`config.mk`:
```
export PLATFORM = sky130hd
export DESIGN_NAME = imem_boot_loader
export DESIGN_NICKNAME = d
export VERILOG_FILES = /design/src/rtl/imem_boot_loader.sv
export SDC_FILE = /design/constraint.sdc
export NUM_CORES = 1
export LEC_CHECK = 0
export ABC_AREA = 1
export BUFFER_PORTS_ARGS = -buffer_cell sky130_fd_sc_hd__buf_2
export CAP_MARGIN = 25
export CORE_MARGIN = 10
export CORE_UTILIZATION = 45
export CTS_BUF_LIST = sky130_fd_sc_hd__clkbuf_16
export DETAILED_ROUTE_END_ITERATION = 10
export GPL_TIMING_DRIVEN = 0
export PLACE_DENSITY = 0.61
export SLEW_MARGIN = 20
export SYNTH_ARGS = -nofsm -noshare
export SYNTH_HDL_FRONTEND = slang
export SYNTH_SLANG_ARGS = --single-unit
```
`constraint.sdc`:
```
create_clock -name clk -period 2.26 [get_ports clk]
set_input_delay 0.339 -clock clk [delete_from_list [all_inputs] [get_ports clk]]
set_output_delay 0.339 -clock clk [all_outputs]
set_load 0.1 [all_outputs]
```
`src/rtl/imem_boot_loader.sv`:
```
// imem_boot_loader
//   Receives a framed program image one byte per handshake and writes it
//   into instruction memory one 32-bit word at a time. The core is held in
//   reset until a complete image with a matching checksum has been loaded.
//
//   Frame: 0xA5, LEN_LO, LEN_HI, N*4 payload bytes (little-endian words),
//          CHK = XOR of all payload bytes.
//
// Ports
//   clk, rst_n             clock, asynchronous active-low reset
//   rx_valid, rx_data      incoming byte stream
//   rx_ready               byte accepted when rx_valid & rx_ready at rising edge
//   reload                 one-cycle pulse, restarts loading from RUN or ERROR
//   imem_we/addr/wdata     instruction-memory write port (word address)
//   core_rst_n             core reset, released once the image is accepted
//   loaded                 image accepted, core running
//   error, err_code        load failure: 1 checksum, 2 length overflow, 3 timeout
//
// State        | meaning
// -------------+-----------------------------------------------------------
// S_WAIT_MAGIC | discard bytes until 0xA5
// S_LEN_LO     | expecting low byte of word count
// S_LEN_HI     | expecting high byte of word count, range check
// S_PAYLOAD    | assembling and writing payload words
// S_CHECK      | expecting checksum byte
// S_RUN        | image accepted, core out of reset, stream stalled
// S_ERROR      | load failed, bytes discarded until reload
module imem_boot_loader #(
    parameter int ADDR_W  = 8,
    parameter int TIMEOUT = 65535
) (
    input  logic              clk,
    input  logic              rst_n,
    input  logic              rx_valid,
    input  logic [7:0]        rx_data,
    output logic              rx_ready,
    input  logic              reload,
    output logic              imem_we,
    output logic [ADDR_W-1:0] imem_addr,
    output logic [31:0]       imem_wdata,
    output logic              core_rst_n,
    output logic              loaded,
    output logic              error,
    output logic [1:0]        err_code
);

    typedef enum logic [2:0] {
        S_WAIT_MAGIC,
        S_LEN_LO,
        S_LEN_HI,
        S_PAYLOAD,
        S_CHECK,
        S_RUN,
        S_ERROR
    } state_t;

    localparam logic [7:0]  MAGIC     = 8'hA5;
    localparam logic [16:0] CAP_WORDS = 17'd1 << ADDR_W;
    localparam logic [15:0] TMO_LOAD  = 16'(TIMEOUT);

    localparam logic [1:0] ERR_CHK = 2'd1;
    localparam logic [1:0] ERR_LEN = 2'd2;
    localparam logic [1:0] ERR_TMO = 2'd3;

    state_t      state;
    state_t      state_nxt;
    logic [1:0]  err_nxt;

    logic [7:0]  len_lo;
    logic [15:0] len;
    logic [15:0] len_in;
    logic [15:0] word_idx;
    logic [1:0]  byte_idx;
    logic [23:0] asm_reg;
    logic [7:0]  chk;
    logic [15:0] tmr_cnt;

    logic        accept;
    logic        timed;
    logic        tmr_fire;
    logic        last_word;

    assign rx_ready   = (state != S_RUN);
    assign core_rst_n = (state == S_RUN);
    assign loaded     = (state == S_RUN);
    assign error      = (state == S_ERROR);

    assign accept    = rx_valid & rx_ready;
    assign timed     = (state == S_LEN_LO) || (state == S_LEN_HI) ||
                       (state == S_PAYLOAD) || (state == S_CHECK);
    assign len_in    = {rx_data, len_lo};
    assign last_word = (word_idx == (len - 16'd1));

    // Idle timer: down-counter reloaded on every accepted byte and whenever
    // outside the in-frame states; fires on the TIMEOUT-th idle edge.
    assign tmr_fire = (TIMEOUT != 0) && timed && !accept && (tmr_cnt == 16'd1);

    always_ff @(posedge clk or negedge rst_n) begin
        if (!rst_n) begin
            tmr_cnt <= TMO_LOAD;
        end else if (!timed || accept) begin
            tmr_cnt <= TMO_LOAD;
        end else if (tmr_cnt != 16'd0) begin
            tmr_cnt <= tmr_cnt - 16'd1;
        end
    end

    always_ff @(posedge clk or negedge rst_n) begin
        if (!rst_n) begin
            state <= S_WAIT_MAGIC;
        end else begin
            state <= state_nxt;
        end
    end

    always_comb begin
        state_nxt = state;
        err_nxt   = 2'd0;
        case (state)
            S_WAIT_MAGIC: begin
                if (accept && (rx_data == MAGIC)) begin
                    state_nxt = S_LEN_LO;
                end
            end
            S_LEN_LO: begin
                if (accept) begin
                    state_nxt = S_LEN_HI;
                end
            end
            S_LEN_HI: begin
                if (accept) begin
                    if ({1'b0, len_in} > CAP_WORDS) begin
                        state_nxt = S_ERROR;
                        err_nxt   = ERR_LEN;
                    end else if (len_in == 16'd0) begin
                        state_nxt = S_CHECK;
                    end else begin
                        state_nxt = S_PAYLOAD;
                    end
                end
            end
            S_PAYLOAD: begin
                if (accept && (byte_idx == 2'd3) && last_word) begin
                    state_nxt = S_CHECK;
                end
            end
            S_CHECK: begin
                if (accept) begin
                    if (rx_data == chk) begin
                        state_nxt = S_RUN;
                    end else begin
                        state_nxt = S_ERROR;
                        err_nxt   = ERR_CHK;
                    end
                end
            end
            S_RUN: begin
                if (reload) begin
                    state_nxt = S_WAIT_MAGIC;
                end
            end
            S_ERROR: begin
                if (reload) begin
                    state_nxt = S_WAIT_MAGIC;
                end
            end
            default: begin
                state_nxt = S_WAIT_MAGIC;
            end
        endcase

        if (tmr_fire) begin
            state_nxt = S_ERROR;
            err_nxt   = ERR_TMO;
        end
    end

    // Error code is latched on entry to ERROR and held; leaving ERROR clears it.
    always_ff @(posedge clk or negedge rst_n) begin
        if (!rst_n) begin
            err_code <= 2'd0;
        end else if (state_nxt == S_ERROR) begin
            if (state != S_ERROR) begin
                err_code <= err_nxt;
            end
        end else begin
            err_code <= 2'd0;
        end
    end

    always_ff @(posedge clk or negedge rst_n) begin
        if (!rst_n) begin
            len_lo     <= 8'd0;
            len        <= 16'd0;
            word_idx   <= 16'd0;
            byte_idx   <= 2'd0;
            asm_reg    <= 24'd0;
            chk        <= 8'd0;
            imem_we    <= 1'b0;
            imem_addr  <= '0;
            imem_wdata <= 32'd0;
        end else begin
            imem_we <= 1'b0;
            if (accept) begin
                case (state)
                    S_WAIT_MAGIC: begin
                        if (rx_data == MAGIC) begin
                            word_idx <= 16'd0;
                            byte_idx <= 2'd0;
                            chk      <= 8'd0;
                        end
                    end
                    S_LEN_LO: begin
                        len_lo <= rx_data;
                    end
                    S_LEN_HI: begin
                        len <= len_in;
                    end
                    S_PAYLOAD: begin
                        chk      <= chk ^ rx_data;
                        byte_idx <= byte_idx + 2'd1;
                        // First byte ends up in [7:0] once three have shifted in.
                        asm_reg  <= {rx_data, asm_reg[23:8]};
                        if (byte_idx == 2'd3) begin
                            imem_we    <= 1'b1;
                            imem_addr  <= word_idx[ADDR_W-1:0];
                            imem_wdata <= {rx_data, asm_reg};
                            word_idx   <= word_idx + 16'd1;
                        end
                    end
                    default: begin
                    end
                endcase
            end
        end
    end

endmodule

```
# After elaboration in Yosys (flattened, before gate mapping)
# Index checks and enable logic that the tools add are counted.
[word_totals]
word_cells = 90
output_inout_bits = 47
ff_bits = 136
[op_classes]
n_lt_le_gt_ge = 1
mux = 31
n_reduce_logical = 23
n_bitwise = 2
n_eq_ne = 17
add_sub_neg = 4
[ops]
columns = ["op", "count"]
rows = [
  ["$mux W16", 4],
  ["$pmux W16 S2", 1],
  ["$sub A16 B1 Y16 const B", 2],
  ["$mux W3", 9],
  ["$pmux W3 S6", 1],
  ["$add A16 B1 Y16 const B", 1],
  ["$eq A16 B1 Y1 const B", 1],
  ["$eq A16 B16 Y1", 1],
  ["$gt A16 B9 Y1 const B", 1],
  ["$logic_not A16 Y1", 1],
  ["$pmux W8 S2", 1],
  ["$reduce_bool A16 Y1", 1],
  ["$mux W2", 7],
  ["$eq A3 B3 Y1 const B", 4],
  ["$eq A8 B8 Y1", 1],
  ["$eq A8 B8 Y1 const B", 1],
  ["$mux W8", 1],
  ["$pmux W2 S2", 2],
  ["$xor A8 B8 Y8", 1],
  ["$eq A3 B2 Y1 const B", 2],
  ["$ne A3 B3 Y1 const B", 2],
  ["$reduce_and A2 Y1", 3],
  ["$reduce_and A3 Y1", 2],
  ["$logic_and A1 B1 Y1", 5],
  ["other kinds (13)", 23],
]

# Logic depth before layout (Yosys ltp)
[logic_depth]
ltp_word = 9
ltp_mapped = 15
mapped_depth_nobuf = 15

# Least setup slack after synthesis
# Ideal clock, no wire load.
[synth_timing]
path_kind = "reg2out"
from = "reg state[0]"
to = "out loaded"
setup_slack_ns = -0.551
path_stages_with_launch = 6
arrival_ns = 2.472
cell_sequence = "dfrtp_1 > inv_1 > nor2_1 > nand2_1 > inv_1 > buf_4"
[synth_via]
elab_chain_cells = 1
[synth_rtl]
columns = ["item", "line_no", "text"]
rows = [
  ["start: declaration", "65", "state_t state;"],
  ["start signal: assignment", "112", "state <= state_nxt;"],
  ["$eq A3 B3 Y1", "n/a", ""],
  ["end: declaration", "42", "output logic loaded,"],
]
# Every way passes these cells.

# Worst setup path in the final report
[layout_timing]
from = "reg state[0]"
to = "out loaded"
[layout_via]
elab_chain_cells = 1
[layout_rtl]
columns = ["item", "line_no", "text"]
rows = [
  ["$eq A3 B3 Y1", "85", "assign loaded = (state == S_RUN);"],
]
# Every way passes these cells.

==> results.rst <==
.. list-table::
   :header-rows: 1

   * - Metric
     - Value
   * - Number of vias per cell
     - 5.078
   * - Status
     - finished clean
   * - DRT Wirelength
     - 17.84 mm
   * - Class of the most critical setup path
     - flip-flop to output pin
   * - Max capacitance violation total
     - 0
   * - Minimum setup slack after placement
     - -14.06 ps
   * - Worst ir drop on vdd
     - 0.0006527 V
   * - Synthesized instance count
     - 879
   * - Worst Tran Pin Value
     - 667.8 ps
   * - Fraction of layout cells with a size suffix above 1
     - 14.20%
   * - Sequential element share of the synthesized area
     - 49.76%
   * - Initial standard-cell utilization of the core
     - 45.59%
   * - Kind of start point of the critical path
     - flip-flop
   * - Diode count
     - 0
   * - Leakage power summed over all cells
     - 3.914 nW
   * - 1st-iter DRT viols
     - 441
   * - WL/cell
     - 15.38 µm
   * - Hold path startpoint
     - rx_data[7]
   * - Ratio of final minimum period to clock period
     - 94.14%
   * - Synthesized netlist net count
     - 896
   * - Largest clock skew in the final design
     - 7.132 ps
   * - Buffer levels on the longest clock path
     - 2
   * - Core region area
     - 15090 µm²
   * - Number of remaining DRC errors
     - 0
   * - Met2 global-route usage
     - 28.36%
   * - # setup viols final
     - 0
   * - Required arrival time at the worst endpoint
     - 1920 ps
   * - Post-route setup TNS
     - 0 ps
   * - Via count of the first global-routing pass
     - 5624
   * - Worst Setup End Kind
     - output pin
   * - Worst slew margin
     - 55.31%
   * - Post-synthesis instance area
     - 6879 µm²
   * - Library cell with the largest summed area after synthesis
     - sky130_fd_sc_hd__dfrtp_1
   * - Number of distinct standard cells referenced by the synthesized netlist
     - 41
   * - Met1 usage in global routing
     - 23.61%
   * - Library cell used as clock root buffer
     - sky130_fd_sc_hd__clkbuf_16
   * - Count of flip-flops with a built-in enable after synthesis
     - 0
   * - Maximum fanout along the worst path
     - 5
   * - Flip-flop and latch count after synthesis
     - 136
   * - Final-report hold violation count
     - 0
   * - Number of buffers created by CTS
     - 17
   * - Worst R2R Start
     - len[0]
   * - Count of nets left with antenna violations after detail routing
     - 0
   * - TritonCTS clock tree
     - done
   * - Die height
     - 143.6 µm
   * - Flip-flop count of the largest register, all copies and words added
     - 32
   * - Buffers added on ports
     - 58
   * - Met3 capacity usage during global routing
     - 5.611%
   * - Max-slew violations
     - 0
   * - Largest net degree at the start of global routing
     - 98
   * - Max stage delay cell, worst path
     - sky130_fd_sc_hd__buf_2
   * - Wire length of the first global-routing pass
     - 29.15 mm
   * - Peak Freq
     - 470.0 MHz
   * - TritonCTS sink count
     - 136
   * - Area growth from synthesis to layout
     - 17.06%
   * - Share of the core filled with cells in the final layout
     - 53.37%
   * - Final min period
     - 2128 ps
   * - Detailed Place HPWL
     - 13.03 mm
   * - Count of TritonRoute iterations in the first routing pass
     - 5
   * - Portion of synthesized cell area occupied by the leading cell type
     - 43.65%
   * - Std cell rows
     - 45
   * - Weighted congestion at the end of routability-driven global placement
     - 0.8930
   * - Overall global routing resource usage
     - 18.04%
   * - Clock Latency Late Sink
     - 430 ps
   * - Min setup slack post-route
     - 132.4 ps
   * - Layout net count
     - 976
   * - CTS clock-pin slew for the worst setup and hold paths
     - 60 ps
   * - Source of the critical timing path
     - state[0]
   * - Leftover overflow at the end of global routing
     - 0
   * - Cell types occupying the most area after synthesis
     - sky130_fd_sc_hd__dfrtp_1 (44%), sky130_fd_sc_hd__nand2_1 (13%), sky130_fd_sc_hd__o21ai_0 (7.3%)
   * - Unrepaired setup endpoints after global routing
     - false
   * - Synth async-reset ratio
     - 100.0%
   * - Total number of vias
     - 5890
   * - Cell-by-cell listing of the critical path
     - inv_1, nor2_1, nand2_4, clkinvlp_4, buf_4, buf_2
   * - Stage delay of the slowest cell on the critical path
     - 410 ps
   * - Die outline area
     - 20630 µm²
   * - Crit path arrival time
     - 1790 ps
   * - Yosys warning total
     - 0
   * - Most heavily used metal layer in global routing
     - met2
   * - Maximum level of the CTS H-tree
     - 4
   * - Commonest cells after routing, fill and taps aside
     - sky130_fd_sc_hd__nand2_1 (234), sky130_fd_sc_hd__dfrtp_1 (120), sky130_fd_sc_hd__inv_1 (106), sky130_fd_sc_hd__o21ai_0 (101), sky130_fd_sc_hd__nor2_1 (86)
   * - Number of ports placed on the die boundary
     - 59
   * - Pwr dens
     - 1005 nW/µm²
   * - Width of the die
     - 143.6 µm
   * - Most common cell after layout, fill and taps aside
     - sky130_fd_sc_hd__nand2_1
   * - Primary flip-flop cell chosen by synthesis mapping
     - sky130_fd_sc_hd__dfrtp_1
   * - Synthesized area per cell
     - 7.826 µm²
   * - Class of the worst hold path
     - input pin to flip-flop
   * - Antenna violations before repair
     - 0
==> through the flow <==
stage / instance area (µm²) / total power, W / hold slack [ps] / std cells
global placement: 7418 / 0.005337 / 462.5 / 1125
finish: 8053 / 0.008091 / 204.5 / 1160
floorplan: 6893 / 0.004810 / 43.41 / 879
detailed placement: 7456 / 0.005372 / 240.0 / 1126
global route: 8053 / 0.008605 / 173.9 / 1160
CTS: 8050 / 0.008136 / 184.3 / 1160
==> Yosys cell counts, drive strengths merged, types with 10 or more instances <==
master / instances
nand4: 12
dfrtp: 120
o21ai: 129
nor3: 11
nand3: 51
dfstp: 16
buf: 12
clkbuf: 15
inv: 110
nor2: 90
xor2: 23
nand2: 235
a21oi: 10
==> kinds of logic (layout without fill, tap and decap cells) <==
group	count (synthesis)	count (layout)	synth area share (%)
flip-flops	136	136	49.76
adder cells (fa/ha/maj)	5	5	0.9094
AO/OA/AOI/OAI	152	152	11.60
XOR/XNOR	29	29	3.692
AND/OR/NAND/NOR	420	420	26.16
buffers and inverters	137	230	7.875
==> path summary, 6_finish.rpt <==
kind                       slack, ps  cells past startpoint             to
setup / recovery                 130                      6         loaded
hold / removal                   200                      3    asm_reg[23]
setup reg to reg                 250                     13       state[1]
hold reg to reg                  480                      2  imem_wdata[3]
max in group asynchronous       1090                      3    byte_idx[0]
min in group asynchronous        380                      2   imem_addr[3]
==> worst max-delay path, delay by kind of cell (launching register included) <==
kind / cells / cell delay [ps]
flip-flops: 1 / 380
AND/OR/NAND/NOR: 2 / 320
buffers and inverters: 4 / 670
==> report_power, final <==
| part | switching, W | total [W] | internal (W) |
|---|---|---|---|
| clock | 0.00111 | 0.00274 | 0.00162 |
| combinational | 0.00159 | 0.00223 | 0.000636 |
| sequential | 0.000322 | 0.00313 | 0.00281 |
==> repair_timing <==
action / in CTS / in global routing
endpoints found under the setup margin: 20 / 3
pin swaps: 1 / 0
hold buffers: 1 / 0
cloned: 0 / 0
hold endpoints to repair: 23 / 0
resized for setup: 0 / 1
buffers inserted: 1 / 0
==> layout make-up <==
cell class	count	area, µm²
fill	1484	7037
sequential	136	3423
multi-input combinational	606	2927
clock buffer	17	425.4
inverter	110	416.7
timing repair buffer	61	345.3
tap	188	235.2
clock inverter	15	151.4
buffer	27	128.9
==> layer usage <==
layer  wire (µm)  vias to the layer above
met3         772                       16
li1            -                     2982
met2        8331                       89
met4         180                        0
met5           0                        -
met1        8559                     2803
(Power assumes the default switching activity.)
